## config.mk

```make
export PLATFORM = sky130hd
export DESIGN_NAME = axi_lite_master_ctrl
export DESIGN_NICKNAME = d
export VERILOG_FILES = /design/src/rtl/axi_lite_pkg.sv /design/src/rtl/axi_lite_wdog.sv /design/src/rtl/axi_lite_master_ctrl.sv
export SDC_FILE = /design/constraint.sdc
export NUM_CORES = 1
export LEC_CHECK = 0
export CAP_MARGIN = 20
export CORE_ASPECT_RATIO = 0.7
export CORE_MARGIN = 2
export CORE_UTILIZATION = 45
export CTS_BUF_LIST = sky130_fd_sc_hd__clkbuf_8
export DETAILED_ROUTE_END_ITERATION = 6
export PLACE_DENSITY = 0.93
export SKIP_LAST_GASP = 1
export SLEW_MARGIN = 20
export SYNTH_ARGS = -nofsm -noshare
export SYNTH_HDL_FRONTEND = slang
export SYNTH_SLANG_ARGS = --single-unit
```

## constraint.sdc

```tcl
create_clock -name clk -period 9.97 [get_ports clk]
set_input_delay 2.991 -clock clk [delete_from_list [all_inputs] [get_ports clk]]
set_output_delay 2.991 -clock clk [all_outputs]
set_load 0.01 [all_outputs]
```

## src/rtl/axi_lite_pkg.sv

```systemverilog
// Shared types for the AXI4-Lite master sequencer.
// Response codes, abort causes, engine states and small helpers.
package axi_lite_pkg;

  typedef enum logic [1:0] {
    OKAY   = 2'b00,
    EXOKAY = 2'b01,
    SLVERR = 2'b10,
    DECERR = 2'b11
  } resp_t;

  typedef enum logic [1:0] {
    ERR_NONE    = 2'b00,
    ERR_RETRY   = 2'b01,
    ERR_TIMEOUT = 2'b10
  } err_code_t;

  typedef enum logic [2:0] {
    R_IDLE,
    R_AR,
    R_R,
    R_DONE,
    R_FAIL
  } r_state_t;

  typedef enum logic [2:0] {
    W_IDLE,
    W_SEND,
    W_B,
    W_DONE,
    W_FAIL
  } w_state_t;

  localparam int STAT_W = 16;

  // SLVERR and DECERR both count as a failed beat
  function automatic logic resp_is_err(input logic [1:0] r);
    resp_t rr;
    rr = resp_t'(r);
    return (rr == SLVERR) || (rr == DECERR);
  endfunction

  // Saturating add of a 0..2 increment
  function automatic logic [STAT_W-1:0] sat_add(
    input logic [STAT_W-1:0] a,
    input logic [1:0]        b
  );
    logic [STAT_W:0] s;
    s = {1'b0, a} + {{(STAT_W-1){1'b0}}, b};
    return s[STAT_W] ? {STAT_W{1'b1}} : s[STAT_W-1:0];
  endfunction

endpackage

```

## src/rtl/axi_lite_wdog.sv

```systemverilog
// Per-transaction watchdog: counts while run is high,
// reloads on kick, flags expiry on the TIMEOUT_CYC-th cycle.
module axi_lite_wdog #(
  parameter int TIMEOUT_CYC = 1024
) (
  input  logic clk,
  input  logic rst,
  input  logic run,
  input  logic kick,
  output logic expired
);

  localparam int CW = $clog2(TIMEOUT_CYC + 1);
  localparam logic [CW-1:0] LAST = CW'(TIMEOUT_CYC - 1);

  logic [CW-1:0] cnt;

  assign expired = run && !kick && (cnt == LAST);

  // Cycle counter, cleared when idle or on any handshake
  always_ff @(posedge clk or posedge rst) begin
    if (rst) begin
      cnt <= '0;
    end else if (!run || kick) begin
      cnt <= '0;
    end else if (!expired) begin
      cnt <= cnt + 1'b1;
    end
  end

endmodule

```

## src/rtl/axi_lite_master_ctrl.sv

```systemverilog
// AXI4-Lite master: independent read/write engines with retry and watchdog.
// Define AXI_LITE_MASTER_STATS_EN to add saturating retry/timeout counters.
module axi_lite_master_ctrl
  import axi_lite_pkg::*;
#(
  parameter int ADDR_W      = 32,
  parameter int DATA_W      = 32,
  parameter int MAX_RETRY   = 10,
  parameter int TIMEOUT_CYC = 1024
) (
  input  logic                clk,
  input  logic                rst,
  input  logic                re,
  input  logic [ADDR_W-1:0]   raddr,
  output logic [DATA_W-1:0]   rdata,
  output logic                r_done,
  output logic                r_err,
  output logic                r_busy,
  input  logic                we,
  input  logic [ADDR_W-1:0]   waddr,
  input  logic [DATA_W-1:0]   wdata,
  input  logic [DATA_W/8-1:0] wstrb,
  output logic                w_done,
  output logic                w_err,
  output logic                w_busy,
  output logic [1:0]          err_code,
  output logic [ADDR_W-1:0]   araddr,
  output logic                arvalid,
  input  logic                arready,
  input  logic [DATA_W-1:0]   rdata_i,
  input  logic [1:0]          rresp,
  input  logic                rvalid,
  output logic                rready,
  output logic [ADDR_W-1:0]   awaddr,
  output logic                awvalid,
  input  logic                awready,
  output logic [DATA_W-1:0]   wdata_o,
  output logic [DATA_W/8-1:0] wstrb_o,
  output logic                wvalid,
  input  logic                wready,
  input  logic [1:0]          bresp,
  input  logic                bvalid,
`ifdef AXI_LITE_MASTER_STATS_EN
  output logic [STAT_W-1:0]   stat_rd_retry,
  output logic [STAT_W-1:0]   stat_wr_retry,
  output logic [STAT_W-1:0]   stat_timeout,
`endif
  output logic                bready
);

  localparam logic [7:0] MAXR = 8'(MAX_RETRY);

  r_state_t r_state, r_nxt;
  w_state_t w_state, w_nxt;

  logic [ADDR_W-1:0]   raddr_q;
  logic [ADDR_W-1:0]   waddr_q;
  logic [DATA_W-1:0]   wdata_q;
  logic [DATA_W/8-1:0] wstrb_q;

  logic [7:0] r_retry, w_retry;
  logic [7:0] r_retry_inc, w_retry_inc;

  logic ar_hs, r_hs, aw_hs, w_hs, b_hs;
  logic aw_ok, w_ok, aw_ok_n, w_ok_n;
  logic r_run, r_kick, r_to;
  logic w_run, w_kick, w_to;
  logic r_retry_ev, r_ab_retry, r_ab_to;
  logic w_retry_ev, w_ab_retry, w_ab_to;

  assign ar_hs = arvalid && arready;
  assign r_hs  = rvalid && rready;
  assign aw_hs = awvalid && awready;
  assign w_hs  = wvalid && wready;
  assign b_hs  = bvalid && bready;

  assign aw_ok_n = aw_ok || aw_hs;
  assign w_ok_n  = w_ok || w_hs;

  assign r_retry_inc = r_retry + 8'd1;
  assign w_retry_inc = w_retry + 8'd1;

  assign arvalid = (r_state == R_AR);
  assign rready  = (r_state == R_R);
  assign r_done  = (r_state == R_DONE);
  assign r_err   = (r_state == R_FAIL);
  assign r_busy  = (r_state != R_IDLE);
  assign araddr  = raddr_q;

  assign awvalid = (w_state == W_SEND) && !aw_ok;
  assign wvalid  = (w_state == W_SEND) && !w_ok;
  assign bready  = (w_state == W_B);
  assign w_done  = (w_state == W_DONE);
  assign w_err   = (w_state == W_FAIL);
  assign w_busy  = (w_state != W_IDLE);
  assign awaddr  = waddr_q;
  assign wdata_o = wdata_q;
  assign wstrb_o = wstrb_q;

  assign r_run  = (r_state == R_AR) || (r_state == R_R);
  assign r_kick = ar_hs || r_hs;
  assign w_run  = (w_state == W_SEND) || (w_state == W_B);
  assign w_kick = aw_hs || w_hs || b_hs;

  axi_lite_wdog #(.TIMEOUT_CYC(TIMEOUT_CYC)) u_r_wdog (
    .clk     (clk),
    .rst     (rst),
    .run     (r_run),
    .kick    (r_kick),
    .expired (r_to)
  );

  axi_lite_wdog #(.TIMEOUT_CYC(TIMEOUT_CYC)) u_w_wdog (
    .clk     (clk),
    .rst     (rst),
    .run     (w_run),
    .kick    (w_kick),
    .expired (w_to)
  );

  // Read engine state register
  always_ff @(posedge clk or posedge rst) begin
    if (rst) r_state <= R_IDLE;
    else     r_state <= r_nxt;
  end

  // Read engine next state and abort/retry events
  always_comb begin
    r_nxt      = r_state;
    r_retry_ev = 1'b0;
    r_ab_retry = 1'b0;
    r_ab_to    = 1'b0;
    unique case (r_state)
      R_IDLE: if (re) r_nxt = R_AR;
      R_AR: begin
        if (r_to) begin
          r_nxt   = R_FAIL;
          r_ab_to = 1'b1;
        end else if (ar_hs) begin
          r_nxt = R_R;
        end
      end
      R_R: begin
        if (r_to) begin
          r_nxt   = R_FAIL;
          r_ab_to = 1'b1;
        end else if (r_hs) begin
          if (!resp_is_err(rresp)) begin
            r_nxt = R_DONE;
          end else if (r_retry_inc < MAXR) begin
            r_nxt      = R_AR;
            r_retry_ev = 1'b1;
          end else begin
            r_nxt      = R_FAIL;
            r_ab_retry = 1'b1;
          end
        end
      end
      R_DONE:  r_nxt = R_IDLE;
      R_FAIL:  r_nxt = R_IDLE;
      default: r_nxt = R_IDLE;
    endcase
  end

  // Read address latch, data capture and retry count
  always_ff @(posedge clk or posedge rst) begin
    if (rst) begin
      raddr_q <= '0;
      rdata   <= '0;
      r_retry <= '0;
    end else begin
      if (r_state == R_IDLE && re) raddr_q <= raddr;
      if (r_state == R_R && r_hs && !resp_is_err(rresp))
        rdata <= rdata_i;
      if (r_retry_ev)   r_retry <= r_retry_inc;
      else if (!r_run)  r_retry <= '0;
    end
  end

  // Write engine state register
  always_ff @(posedge clk or posedge rst) begin
    if (rst) w_state <= W_IDLE;
    else     w_state <= w_nxt;
  end

  // Write engine next state and abort/retry events
  always_comb begin
    w_nxt      = w_state;
    w_retry_ev = 1'b0;
    w_ab_retry = 1'b0;
    w_ab_to    = 1'b0;
    unique case (w_state)
      W_IDLE: if (we) w_nxt = W_SEND;
      W_SEND: begin
        if (w_to) begin
          w_nxt   = W_FAIL;
          w_ab_to = 1'b1;
        end else if (aw_ok_n && w_ok_n) begin
          w_nxt = W_B;
        end
      end
      W_B: begin
        if (w_to) begin
          w_nxt   = W_FAIL;
          w_ab_to = 1'b1;
        end else if (b_hs) begin
          if (!resp_is_err(bresp)) begin
            w_nxt = W_DONE;
          end else if (w_retry_inc < MAXR) begin
            w_nxt      = W_SEND;
            w_retry_ev = 1'b1;
          end else begin
            w_nxt      = W_FAIL;
            w_ab_retry = 1'b1;
          end
        end
      end
      W_DONE:  w_nxt = W_IDLE;
      W_FAIL:  w_nxt = W_IDLE;
      default: w_nxt = W_IDLE;
    endcase
  end

  // Write payload latch, per-channel handshake flags, retry count
  always_ff @(posedge clk or posedge rst) begin
    if (rst) begin
      waddr_q <= '0;
      wdata_q <= '0;
      wstrb_q <= '0;
      aw_ok   <= 1'b0;
      w_ok    <= 1'b0;
      w_retry <= '0;
    end else begin
      if (w_state == W_IDLE && we) begin
        waddr_q <= waddr;
        wdata_q <= wdata;
        wstrb_q <= wstrb;
      end
      if (w_state == W_SEND) begin
        aw_ok <= aw_ok_n;
        w_ok  <= w_ok_n;
      end else begin
        aw_ok <= 1'b0;
        w_ok  <= 1'b0;
      end
      if (w_retry_ev)   w_retry <= w_retry_inc;
      else if (!w_run)  w_retry <= '0;
    end
  end

  // Last abort cause; write wins a same-cycle tie
  always_ff @(posedge clk or posedge rst) begin
    if (rst) begin
      err_code <= ERR_NONE;
    end else if (w_ab_to) begin
      err_code <= ERR_TIMEOUT;
    end else if (w_ab_retry) begin
      err_code <= ERR_RETRY;
    end else if (r_ab_to) begin
      err_code <= ERR_TIMEOUT;
    end else if (r_ab_retry) begin
      err_code <= ERR_RETRY;
    end
  end

`ifdef AXI_LITE_MASTER_STATS_EN
  // Saturating event counters, cleared only by reset
  always_ff @(posedge clk or posedge rst) begin
    if (rst) begin
      stat_rd_retry <= '0;
      stat_wr_retry <= '0;
      stat_timeout  <= '0;
    end else begin
      stat_rd_retry <= sat_add(stat_rd_retry, {1'b0, r_retry_ev});
      stat_wr_retry <= sat_add(stat_wr_retry, {1'b0, w_retry_ev});
      stat_timeout  <= sat_add(stat_timeout,
                               {1'b0, r_ab_to} + {1'b0, w_ab_to});
    end
  end
`endif

endmodule

```

# ---- Word level (Yosys, flattened, before mapping)
# Cells that the tools add are included.
dict set report totals {
  output_inout_bits 145
  regBits 180
  wordCells 141
  in_bits 145
}
dict set report op_classes {
  n_addsub 4
  n_eq_ne 24
  reduce_logical 43
  mux 54
  magnitude_cmp 2
}
# cell n
set ops {}
lappend ops {{11-bit two-way mux} 4}
lappend ops {{3-bit two-way mux} 14}
lappend ops {{8-bit two-way mux} 4}
lappend ops {{1-bit two-way mux} 26}
lappend ops {{11-bit by 1-bit adder with 11-bit output (second input constant)} 2}
lappend ops {{11-bit by 10-bit equality test with 1-bit output (second input constant)} 2}
lappend ops {{3-bit case mux with 3 select lines} 2}
lappend ops {{8-bit by 1-bit adder with 8-bit output (second input constant)} 2}
lappend ops {{1-bit logical AND} 16}
lappend ops {{8-bit by 4-bit < comparator with 1-bit output (second input constant)} 2}
lappend ops {{3-bit by 2-bit equality test with 1-bit output (second input constant)} 4}
lappend ops {{1-bit logical OR} 11}
lappend ops {{2-bit != test (second input constant)} 5}
lappend ops {{3-bit by 1-bit != test with 1-bit output (second input constant)} 3}
lappend ops {{2-bit equality test (second input constant)} 4}
lappend ops {{2-bit two-way mux} 4}
lappend ops {{1-bit zero test} 7}
lappend ops {{3-bit by 1-bit equality test with 1-bit output (second input constant)} 2}
lappend ops {{3-bit equality test (second input constant)} 2}
lappend ops {{3-bit zero test} 2}
lappend ops {{3-bit AND reduction} 2}
lappend ops {{3-bit nonzero test} 2}
lappend ops {{4-bit nonzero test} 1}
lappend ops {{2-bit OR reduction} 2}
lappend ops {{2 further kinds} 2}

# ---- Depth between registers and ports, before layout
# Gate-level depths: netlist of run 1.
dict set report depth {
  ltp_word 12
  depth_mapped 8
  mapped_depth_nobuf 7
}

# ---- Hierarchy
# From an unflattened synthesis of run 1, not the netlist that was laid out.
dict set report unflattened {
  cells_unflattened 575
  area_unflattened_um2 7606.0
}
# mod cells_per_inst instances seq_area_each_um2 area_per_inst_um2
set by_module_without_submodules {}
lappend by_module_without_submodules {axi_lite_master_ctrl 448 1 3953.8 6421.2}
lappend by_module_without_submodules {{axi_lite_wdog (u_r_wdog)} 65 1 275.3 613.1}
lappend by_module_without_submodules {{axi_lite_wdog (u_w_wdog)} 62 1 275.3 571.8}

# ---- Least setup slack after synthesis of run 1
# OpenSTA, ideal clock, no wires.
dict set report synth_timing {
  kind {in2reg}
  start {input port we}
  end {register waddr_q[31] (netlist: awaddr[31])}
  required_time_ns 9.845
  n_path_buf 2
  arrival_ns 3.980
  cell_stages 5
  setup_ns 0.125
  path_slack_ns 5.865
  path_cell_list {inv_1 > nor2_1 > buf_2 > buf_2 > mux2_2}
}
dict set report synth_between {
  elab_chain_len 1
}
# element line_no
set synth_rtl {}
lappend synth_rtl {{from (decl)} axi_lite_master_ctrl.sv:19} ;# input logic we,
lappend synth_rtl {{1-bit logical AND} axi_lite_master_ctrl.sv:234} ;# if (w_state == W_IDLE && we) begin
lappend synth_rtl {{to (signal assigned)} axi_lite_master_ctrl.sv:235} ;# waddr_q <= waddr;
lappend synth_rtl {{to (decl)} axi_lite_master_ctrl.sv:57} ;# logic [ADDR_W-1:0] waddr_q;
# Every way passes these cells.
# A chain may end at the register's enable or synchronous reset.

# ---- Worst setup path in the final report of run 1
dict set report layout_timing {
  start {register r_state[0]}
  end {output port rready}
}
dict set report layout_between {
  elab_chain_len 1
}
# element line_no
set layout_rtl {}
lappend layout_rtl {{from (decl)} axi_lite_master_ctrl.sv:53} ;# r_state_t r_state, r_nxt;
lappend layout_rtl {{from (signal assigned)} axi_lite_master_ctrl.sv:124} ;# else r_state <= r_nxt;
lappend layout_rtl {{3-bit by 2-bit equality test with 1-bit output} axi_lite_master_ctrl.sv:84} ;# assign rready = (r_state == R_R);
lappend layout_rtl {{to (decl)} axi_lite_master_ctrl.sv:33} ;# output logic rready,
# Every way passes these cells.

==> impl_metrics.yaml, run 1 <==
clocking:
  cts-resized-gates: 0
  cts_tree: "yes"
  clkSinkCount: 180
  clockRootBuffer: "clkbuf_8"
  cts.path.max_buffers: 2
  postCtsSetupBuffers: 0
  path_clk_slew_ps: 90
  numCtsBuffers: 17
  ctsHoldBuffers: 0
  ctsHtreeMaxLevel: 4
  worstSkewPairLatency_ps: 450
min_path:
  hold_depth: 1
  worstHoldStart: "u_r_wdog.cnt[9]$_DFFE_PP0P_"
  hold_class: "register to register"
routing:
  ant_nets: 0
  viasPerCell: 5.00
  vias: 5380
  drc: 0
  post_drt_wl_per_cell_um: 16.7
  drt-total-wl_um: 18000
  dr.pass1.iters: 4
  first_iter_violations: 291
die:
  core_sq_um: 16200
  placementRows: 39
  die_h_um: 111
  die_w_um: 157
  ioPinCount: 290
  die_area_sq_um: 17500
  start_util_pct: 45.7
timing:
  period_share_pct: 49.6
  setup-tns-final_ps: 0
  fin_crit_ps: 4940
  finalMaxSlewViolations: 0
  holdWs_ps: 493
  setup_viol: 0
  hold_viol_final: 0
  slew-limit-headroom_pct: 33.7
  max_freq_ghz: 0.202
  worst_pin_slew_ps: 992
  rsz0062_at_grt: "no"
  finClkSkew_ps: 11.3
yosys:
  syn-cell-area_sq_um: 7400
  synth_ff_type: "dfrtp_1"
  synth_area_leaders: "dfrtp_1, mux2_2, nor2_1"
  ys_seq_area_share_pct: 60.9
  async_reset_ff_share_pct: 100
  syn_avg_cell_area_sq_um: 13.5
  synth.top_cell.area_share_pct: 60.9
  synthesis.nets: 696
  synthDistinctLibCells: 52
  yosysWarnings: 0
  synthCells: 547
  synth_edf_count: 0
  synth_top_area_cell: "dfrtp_1"
  ys_ff_latch: 180
setup_path:
  cp-startpoint: "r_state[0]$_DFFE_PP0P_"
  crit_required_ps: 6980
  timing.rr.start: "r_state[0]$_DFFE_PP0P_"
  reg2regPathDepth: 5
  crit_path_start_kind: "register"
  path_max_fanout: 7
  crit_type: "register to output port"
  end_kind: "output port"
  worstPathArrival_ps: 1950
cells_and_area:
  antennaDiodeCount: 0
  fin_util_pct: 67.3
  final_common_cell: "clkdlybuf4s50_1"
  layout_common_cells: "clkdlybuf4s50_1, dfrtp_1, mux2_2"
  layout-drive-gt1-share_pct: 20.7
  synthToLayoutAreaGrowth_pct: 47.4
  nets: 988
  fin_area_sq_um: 10900
run:
  maxCapViolations: 0
status:
  status: "finished, final reports clean"
power_and_ir_drop:
  power.density_nw_per_um2: 277
  vdd_drop_max_uv: 193
  power_mw: 3.02
  p_leak_nw: 4.52
global_route:
  globalRouteTotalUtil_pct: 21.1
  grt_overflow: 0
  antenna_found_initial: 0
  grt_pass1_wl_um: 28600
  grt_start_max_net_pins: 110
  grt_pass1_vias: 5614
place:
  io_buffers: 287
  routabilityCongestion: 0.796
  hpwl_um: 13100
  placed_cell_area_sq_um: 10500
[final cells by class]
type                            instances  area [sq um]
Multi-Input combinational cell        339          2800
Tap cell                              225           282
Timing Repair Buffer                  291          2920
Sequential cell                       180          4500
Clock buffer                           17           234
Inverter                               10          42.5
Clock inverter                         13           126
Fill cell                            1164          5290
[registers in the layout, summed over array words and instances, names as in the netlist, 4 cells and up]
signal / flops
u_w_wdog.cnt: 11
r_retry: 8
u_r_wdog.cnt: 11
rdata: 32
wdata_o: 32
wstrb_o: 4
awaddr: 32
w_retry: 8
araddr: 32
[critical path, stage by stage (launching register included)]
cell             delay [ps]
dfrtp_1                 440
nand2b_1                200
nor2_1                  270
clkdlybuf4s50_1         600
[power breakdown]
group,switching [mW],internal (mW)
logic,0.523,0.844
registers,0.164,1.02
clock network,0.263,0.198
total,0.951,2.07
[cells by family (layout without fill, tap and decap cells)]
kind of cell | Yosys count | in the layout | share of synthesized area (%)
adder cells (fa/ha/maj) | 4 | 4 | 0.676
XOR/XNOR | 17 | 17 | 2.01
AND/OR/NAND/NOR | 139 | 139 | 9.72
buffers and inverters | 28 | 331 | 1.74
multiplexers | 136 | 136 | 20.7
flip-flops | 180 | 180 | 60.9
AO/OA/AOI/OAI | 43 | 43 | 4.33
[synth_stat cells, drive strengths merged (6+ instances only)]
cell type	number
dfrtp	180
mux2	134
nor2	42
nand2	21
buf	14
nand3	13
inv	10
nand2b	10
and2	9
xor2	9
nor3	8
xnor2	8
a31oi	6
nor3b	6
[per-stage QoR]
step | setup WS [ps] | instances
after floorplan | 2090 | 547
after global placement | 4760 | 1044
after detailed placement | 4760 | 1044
after CTS | 4990 | 1074
after global routing | 4890 | 1075
final | 5030 | 1075
[final timing paths]
kind                                                 to  slack [ps]
min in group asynchronous          rdata[6]$_DFFE_PP0P_        2910
max in group asynchronous        awaddr[14]$_DFFE_PP0P_        5430
hold / removal             u_r_wdog.cnt[10]$_DFFE_PP0P_         490
setup reg to reg                  rdata[10]$_DFFE_PP0P_        7540
setup / recovery                                 rready        5030
hold reg to reg            u_r_wdog.cnt[10]$_DFFE_PP0P_         490
[layer usage]
layer	GRT usage [%]	wire length [um]	vias to the layer above
met2	35.5	8720	203
met3	8.41	1710	25
met1	24.8	7220	2644
li1	-	-	2508
met4	6.61	310	0
met5	0	0	-
Note: power is estimated with default switching activity, not from simulation.
==> inputs of run 2 (changes only) <==
==> constraint.sdc (replaced) <==
create_clock -name clk -period 4.6 [get_ports clk]
set_input_delay 1.38 -clock clk [delete_from_list [all_inputs] [get_ports clk]]
set_output_delay 1.38 -clock clk [all_outputs]
set_load 0.01 [all_outputs]
==> run 2 against run 1 <==
Compared with the run above:
- global-route usage up 0.26 points
- sequential share of layout area is 0.18 points lower
- flip-flop and latch count stayed put
- critical path depth is the same
==> impl_metrics.yaml, run 2 (synthesis gave the netlist of run 1 again) <==
die:
  placementRows: 39
  die_h_um: 111
  core_sq_um: 16200
  die_area_sq_um: 17500
  start_util_pct: 45.7
  die_w_um: 157
  ioPinCount: 290
cells_and_area:
  nets: 989
  fin_util_pct: 67.6
  multi_input_area_sq_um: 2790
  regArea_sq_um: 4500
  synthToLayoutAreaGrowth_pct: 48.0
  final_common_cell: "clkdlybuf4s50_1"
  layout_common_cells: "clkdlybuf4s50_1, dfrtp_1, mux2_2"
  layout-drive-gt1-share_pct: 20.9
  fin_area_sq_um: 11000
  antennaDiodeCount: 0
  nFillCells: 1160
  finalNonFillerCells: 1078
setup_path:
  rr_endpoint: "w_retry[0]$_DFFE_PP0P_"
  reg2regPathDepth: 7
  path_max_fanout: 7
  worstPathArrival_ps: 1960
  end_kind: "output port"
  timing.rr.start: "w_retry[0]$_DFFE_PP0P_"
  crit_required_ps: 3220
  crit_type: "register to output port"
  reg2reg_slack_ps: 2270
  crit_path_start_kind: "register"
place:
  routabilityCongestion: 0.799
  placed_cell_area_sq_um: 10500
  io_buffers: 287
  hpwl_um: 13600
  post-place-cells: 1046
global_route:
  grt_pass1_wl_um: 28900
  antenna_found_initial: 0
  grt.met3_usage_pct: 8.48
  grt_start_max_net_pins: 181
  gr-usage-met2_pct: 35.1
  grt_pass1_vias: 5590
  grt_overflow: 0
  top_usage_layer: "met2"
  use_met1_pct: 24.7
  globalRouteTotalUtil_pct: 21.4
routing:
  drt-total-wl_um: 18300
  drc: 0
  viasPerCell: 5.03
  ant_nets: 0
  dr.pass1.iters: 4
  vias: 5421
  post_drt_wl_per_cell_um: 16.9
  first_iter_violations: 306
min_path:
  hold_class: "register to register"
  hold_depth: 1
  worstHoldStart: "u_r_wdog.cnt[9]$_DFFE_PP0P_"
  holdPathEnd: "u_r_wdog.cnt[10]$_DFFE_PP0P_"
power_and_ir_drop:
  p_seq_share_pct: 38.6
  swShare_pct: 31.5
  power.density_nw_per_um2: 608
  p_comb_share_pct: 44.6
  p_int_mw: 4.56
  p_leak_nw: 4.54
  vdd_drop_max_uv: 456
  clkPwrFrac_pct: 16.8
  p_sw_mw: 2.10
clocking:
  worstSkewPairLatency_ps: 460
  path_clk_slew_ps: 90
  clockRootBuffer: "clkbuf_8"
  cts_tree: "yes"
  numCtsBuffers: 17
  postCtsSetupBuffers: 0
  cts.path.max_buffers: 2
  cts-resized-gates: 0
  ctsHtreeMaxLevel: 4
  clkSinkCount: 180
  ctsHoldBuffers: 0
timing:
  period_share_pct: 72.5
  fin_crit_ps: 3340
  holdWs_ps: 493
  finalMaxSlewViolations: 0
  setup-tns-final_ps: 0
  rsz0062_at_grt: "no"
  worst_pin_slew_ps: 933
  hold_viol_final: 0
  finClkSkew_ps: 16.4
  setup_viol: 0
  slew-limit-headroom_pct: 37.8
  max_freq_ghz: 0.300
status:
  status: "finished, final reports clean"
run:
  maxCapViolations: 0
run 2: final cells by class:
| type | instances | share of cell area, % |
|---|---|---|
| clock inverter | 14 | 1.52 |
| tap | 225 | 2.57 |
| timing repair buffer | 292 | 26.7 |
| clock buffer | 18 | 2.26 |
| sequential | 180 | 41.1 |
| inverter | 10 | 0.377 |
| multi-input combinational | 339 | 25.5 |
run 2: how the worst max path moves through the flow:
stage / start / slack (ps) / end
6_report: r_state[0]$_DFFE_PP0P_ / 1260 / rready
5_1_grt: r_state[0]$_DFFE_PP0P_ / 1080 / rready
4_1_cts: r_state[0]$_DFFE_PP0P_ / 1230 / rready
3_5_place_dp: wready / 1220 / err_code[0]$_DFFE_PP0P_
3_3_place_gp: wready / 1300 / err_code[0]$_DFFE_PP0P_
2_1_floorplan: rst / 910 / araddr[0]$_DFFE_PP0P_
run 2: layer usage:
metal  routed length (um)  part of all wire (%)
met1                 7090                    39
met2                 8850                    48
met3                 1770                   9.7
met4                  546                   3.0
met5                    0                     0
run 2: power groups by stage:
stage               Combinational, mW  Clock (mW)  Sequential, mW
global route                     3.18        1.22            2.66
global placement                 2.93           0            2.56
floorplan                        1.04           0            2.86
finish                           2.97        1.12            2.57
detailed placement               3.00           0            2.61
CTS                              3.01        1.15            2.58
run 2: critical path, stage by stage (launching register included):
cell             delay [ps]
dfrtp_1                 430
nand2b_1                200
nor2_1                  270
clkdlybuf4s50_1         600
run 2: per-stage QoR:
step	setup slack [ps]	power [mW]
after floorplan	911	3.89
after global placement	1300	5.49
after detailed placement	1220	5.62
after CTS	1230	6.74
after global routing	1080	7.06
final	1260	6.66
